**config.mk**
```make
export PLATFORM = sky130hd
export DESIGN_NAME = joy_db15_tx
export DESIGN_NICKNAME = d
export VERILOG_FILES = /design/src/rtl/joy_db15_tx.sv
export SDC_FILE = /design/constraint.sdc
export NUM_CORES = 1
export LEC_CHECK = 0
export ABC_AREA = 1
export ABC_CLOCK_PERIOD_IN_PS = 2900
export BUFFER_PORTS_ARGS = -buffer_cell sky130_fd_sc_hd__buf_2
export CORE_MARGIN = 2
export CORE_UTILIZATION = 50
export DETAILED_ROUTE_END_ITERATION = 6
export GPL_ROUTABILITY_DRIVEN = 0
export HOLD_SLACK_MARGIN = 0.02
export PLACE_DENSITY_LB_ADDON = 0.1
export SYNTH_ARGS = -nofsm -noshare
export SYNTH_HDL_FRONTEND = slang
export SYNTH_SLANG_ARGS = --single-unit
export TNS_END_PERCENT = 20
```
**constraint.sdc**
```tcl
create_clock -name clk -period 2.9 [get_ports clk]
set_input_delay 0.58 -clock clk [delete_from_list [all_inputs] [get_ports clk]]
set_output_delay 0.58 -clock clk [all_outputs]
set_load 0.02 [all_outputs]
```
**src/rtl/joy_db15_tx.sv**
```systemverilog
// DB15 arcade joystick serialiser: 24-bit active-low shift-out of two 12-bit player states, clocked by an async reader.
// Latency: raw pin edge to JOY_DATA is 2+FILT+1 clk cycles; no backpressure, since the reader paces the shifts.
module joy_db15_tx #(
    parameter int unsigned FILT = 3,
    parameter int unsigned TMO  = 65535
) (
    input  logic        clk,
    input  logic        reset,
    input  logic [11:0] joystick1,
    input  logic [11:0] joystick2,
    input  logic        JOY_CLK,
    input  logic        JOY_LOAD,
    output logic        JOY_DATA,
    output logic        frame_done,
    output logic [4:0]  bit_idx
);

    typedef enum logic [1:0] {IDLE, LOAD, SHIFT, DONE} state_t;

    // index 0 = JOY_CLK, index 1 = JOY_LOAD
    logic [1:0]       pins;
    logic [1:0]       s1_q, s2_q, filt_q, filt_d, fprev_q;
    logic [1:0][3:0]  fcnt_q, fcnt_d;

    state_t           state_q, state_d;
    logic [23:0]      sreg_q, sreg_d;
    logic [4:0]       bidx_q, bidx_d;
    logic [15:0]      tmo_q, tmo_d;
    logic             data_q, data_d;
    logic             done_q, done_d;
    logic             load_low, clk_rise;

    assign pins = {JOY_LOAD, JOY_CLK};

    always_comb begin
        filt_d = filt_q;
        fcnt_d = '0;
        for (int k = 0; k < 2; k++) begin
            if (s2_q[k] != filt_q[k]) begin
                if (fcnt_q[k] == 4'(FILT - 1)) begin
                    filt_d[k] = ~filt_q[k];
                end else begin
                    fcnt_d[k] = fcnt_q[k] + 4'd1;
                end
            end
        end
    end

    assign load_low = ~filt_q[1];
    assign clk_rise = filt_q[0] & ~fprev_q[0];

    always_comb begin
        state_d = state_q;
        sreg_d  = sreg_q;
        bidx_d  = bidx_q;
        tmo_d   = '0;
        done_d  = 1'b0;
        // A low LOAD pre-empts everything, including a coincident clock edge.
        if (load_low) begin
            state_d = LOAD;
            sreg_d  = {~joystick2, ~joystick1};
            bidx_d  = '0;
        end else begin
            case (state_q)
                IDLE: bidx_d = '0;
                LOAD: begin
                    state_d = SHIFT;
                    bidx_d  = '0;
                end
                SHIFT: begin
                    if (clk_rise) begin
                        sreg_d = {1'b1, sreg_q[23:1]};
                        bidx_d = bidx_q + 5'd1;
                        if (bidx_q == 5'd23) begin
                            state_d = DONE;
                            done_d  = 1'b1;
                        end
                    end else if (tmo_q == 16'(TMO - 1)) begin
                        state_d = IDLE;
                        bidx_d  = '0;
                    end else begin
                        tmo_d = tmo_q + 16'd1;
                    end
                end
                DONE: bidx_d = 5'd24;
                default: state_d = IDLE;
            endcase
        end
        data_d = ((state_d == LOAD) || (state_d == SHIFT)) ? sreg_d[0] : 1'b1;
    end

    always_ff @(posedge clk) begin
        if (reset) begin
            s1_q    <= '1;
            s2_q    <= '1;
            filt_q  <= '1;
            fprev_q <= '1;
            fcnt_q  <= '0;
            state_q <= IDLE;
            sreg_q  <= '1;
            bidx_q  <= '0;
            tmo_q   <= '0;
            data_q  <= 1'b1;
            done_q  <= 1'b0;
        end else begin
            s1_q    <= pins;
            s2_q    <= s1_q;
            filt_q  <= filt_d;
            fprev_q <= filt_q;
            fcnt_q  <= fcnt_d;
            state_q <= state_d;
            sreg_q  <= sreg_d;
            bidx_q  <= bidx_d;
            tmo_q   <= tmo_d;
            data_q  <= data_d;
            done_q  <= done_d;
        end
    end

    assign JOY_DATA   = data_q;
    assign frame_done = done_q;
    assign bit_idx    = bidx_q;

endmodule

```
==> impl_metrics.yaml <==
final_layout:
  antenna_cells: 0
  final_cell_mix: "nand2_1, dfxtp_1, nor2_1, buf_2, a21oi_1"
  finalNetCount: 457
  stdcell_count: 499
  multi_input_area_sq_um: 1500
  fillers: 577
  layout-drive-gt1-share: 0.208
  regArea_sq_um: 1280
  final_common_cell: "nand2_1"
  syn2layout_area_growth_pct: 12.8
global_routing:
  grt_pass1_wl_um: 9110
  grt_pass1_vias: 2132
  antenna_found_initial: 0
  track_usage: 0.179
  grt_start_max_net_pins: 39
  gr-total-overflow: 0
placed_design:
  port_buffers: 34
  dp_worst_setup_slack_ps: 949
  dpl.cell_count: 483
  hpwl_um: 4060
yosys:
  synth-simple-area-share: 0.307
  yosys.area_share.adder: 0.0417
  postSynthCellCount: 387
  avgSynthCellArea_sq_um: 7.76
  synth_top_family_by_area: "simple AND/OR/NAND/NOR gates"
  synth.distinct_cells: 35
  synth.net_count: 425
  yosys.area_share.xor_xnor: 0.0350
  ys_ff_latch: 64
  synth_compound_area_frac: 0.115
  syn-cell-area_sq_um: 3000
  synth_seq_area_share: 0.427
  synth_mux_area_frac: 0
  synthFlopType: "dfxtp_1"
  async_flop_share: 0
  yosys_warnings: 0
  synth-edff-count: 0
power_and_ir_drop:
  swShare: 0.205
  p_per_area_nw_per_um2: 500
  power_leakage_nw: 1.38
  ir_worst_vdd_mv: 0.303
  seqPwrFrac: 0.524
  power_frac_comb: 0.024
  switching_power_uw: 347
  power.internal_mw: 1.34
  total_power_mw: 1.69
  p_clk_frac: 0.452
clock_network:
  post_cts_resized: 0
  clock_sinks: 64
  postCtsHoldBufs: 0
  root_buffer: "clkbuf_8"
  clk_pin_slew_worst_paths_ps: 70
  clk_latency_ps: 330
  clk_path_buf_depth: 2
  numCtsBuffers: 9
  cts_setup_buffers: 0
  cts_tree: "done"
  cts.htree.levels: 3
detailed_routing:
  wl_per_cell_um: 11.2
  routed_wl_um: 5580
  met3RoutedLength_um: 184
  wirelength_met1_um: 2850
  top_layer_used: "met4"
  drc: 0
  met2_length_um: 2490
  ant_nets: 0
  via_count: 2510
  first_pass_iters: 4
  drt_iter0_drc: 161
  viasPerCell: 5.03
floorplan:
  design.portCount: 35
  die_y_um: 81.5
  rows: 28
  die_w_um: 81.5
  die_area_sq_um: 6640
  core_sq_um: 5850
  start_util: 0.513
job:
  maxCapViolations: 0
setup_path:
  critPathMaxFanout: 22
  cpLargestDelayFamily: "simple AND/OR/NAND/NOR gates"
  max_stage_delay_ps: 370
  cp_num_buf_inv: 3
  criticalPathCategory: "reg2reg"
  crit_top_cell: "inv_2"
  slowest_stage: "ha_1"
  worstSetupEndpointType: "flip-flop"
  start_kind: "flip-flop"
  cp_cell_sequence: "inv_1 > ha_1 > nand2_4 > inv_2 > nor2_4 > inv_2 > o21ai_0 > nand2_1"
  worstPathRequired_ps: 3120
  critPathArrivalTime_ps: 2170
timing:
  fin_crit_ps: 1950
  tns_ps: 0
  holdWs_ps: 408
  skew_ps: 6.08
  worst_pin_slew_ps: 619
  finalHoldViolCount: 0
  rsz0062_at_grt: "false"
  fmax_ghz: 0.514
  fin_ws_ps: 954
  max-slew-margin-rel: 0.587
  setup_viol: 0
  post-route-period-util: 0.671
  maxSlewViolCount: 0
worst_hold_path:
  min_path_type: "reg2reg"
outcome:
  status: "complete, no violations"
[cell usage after synthesis, types with 4 or more instances]
master     count  share of area
or2_2          8          0.017
a21oi_1       28          0.047
o21ai_0        6          0.010
inv_1         27          0.034
nand2_1       73          0.091
xnor2_1        5          0.015
dfxtp_1       64           0.43
ha_1          10          0.042
buf_2          4         0.0067
o2111ai_1      5          0.015
o21ai_1       21          0.035
clkbuf_1       4         0.0050
nor2_4         4          0.015
xor2_1         7          0.020
nor2_1        34          0.042
inv_2         10          0.013
nor3_1        23          0.038
nand2_2        4         0.0083
nand4_1        6          0.013
nand3_1       21          0.035
[cell type report]
class                      count  area share
clock buffer                  13      0.0469
clock inverter                 3      0.0118
inverter                      37      0.0410
multi-input combinational    272       0.442
sequential                    64       0.378
tap                           75      0.0277
timing repair buffer          35      0.0525
[worst paths after layout]
check	from	endpoint	slack, ps	cells after the start
worst max register to register	state_q[0]	sreg_q[11]	950	8
worst min-delay path	s1_q[1]	s2_q[1]	410	1
worst min register to register	s1_q[1]	s2_q[1]	410	1
worst max-delay path	state_q[0]	sreg_q[11]	950	8
[per-layer routing]
layer  GRT usage  vias to the layer above
met1       0.236                     1136
met3      0.0418                        6
met4      0.0864                        0
met5           0                        -
met2       0.274                       37
li1            -                     1331
[sequential cells by signal (all words and copies together), names as in the netlist]
register / flops
s1_q: 2
fcnt_q: 8
sreg_q: 24
bit_idx: 5
tmo_q: 16
frame_done: 1
filt_q: 2
fprev_q: 1
JOY_DATA: 1
s2_q: 2
state_q: 2
[cell families after synthesis]
family,Yosys count
AO/OA/AOI/OAI,63
XOR/XNOR,12
adder cells (fa/ha/maj),10
buffers and inverters,51
flip-flops,64
AND/OR/NAND/NOR,187
[power by group through the flow]
stage	logic, mW	registers, mW	clock network [mW]
detailed placement	0.0407	0.907	0
floorplan	0.0172	0.906	0
CTS	0.0407	0.886	0.788
global route	0.0449	0.886	0.826
global placement	0.0404	0.907	0
finish	0.0400	0.887	0.765
[per-stage QoR]
| stage | util | cell area, sq um |
|---|---|---|
| after floorplan | - | 3000 |
| after global placement | 0.545 | 3190 |
| after detailed placement | 0.545 | 3190 |
| after CTS | 0.579 | 3390 |
| after global routing | 0.579 | 3390 |
| final | 0.579 | 3390 |
No activity file was read; power rests on OpenSTA's default activity.
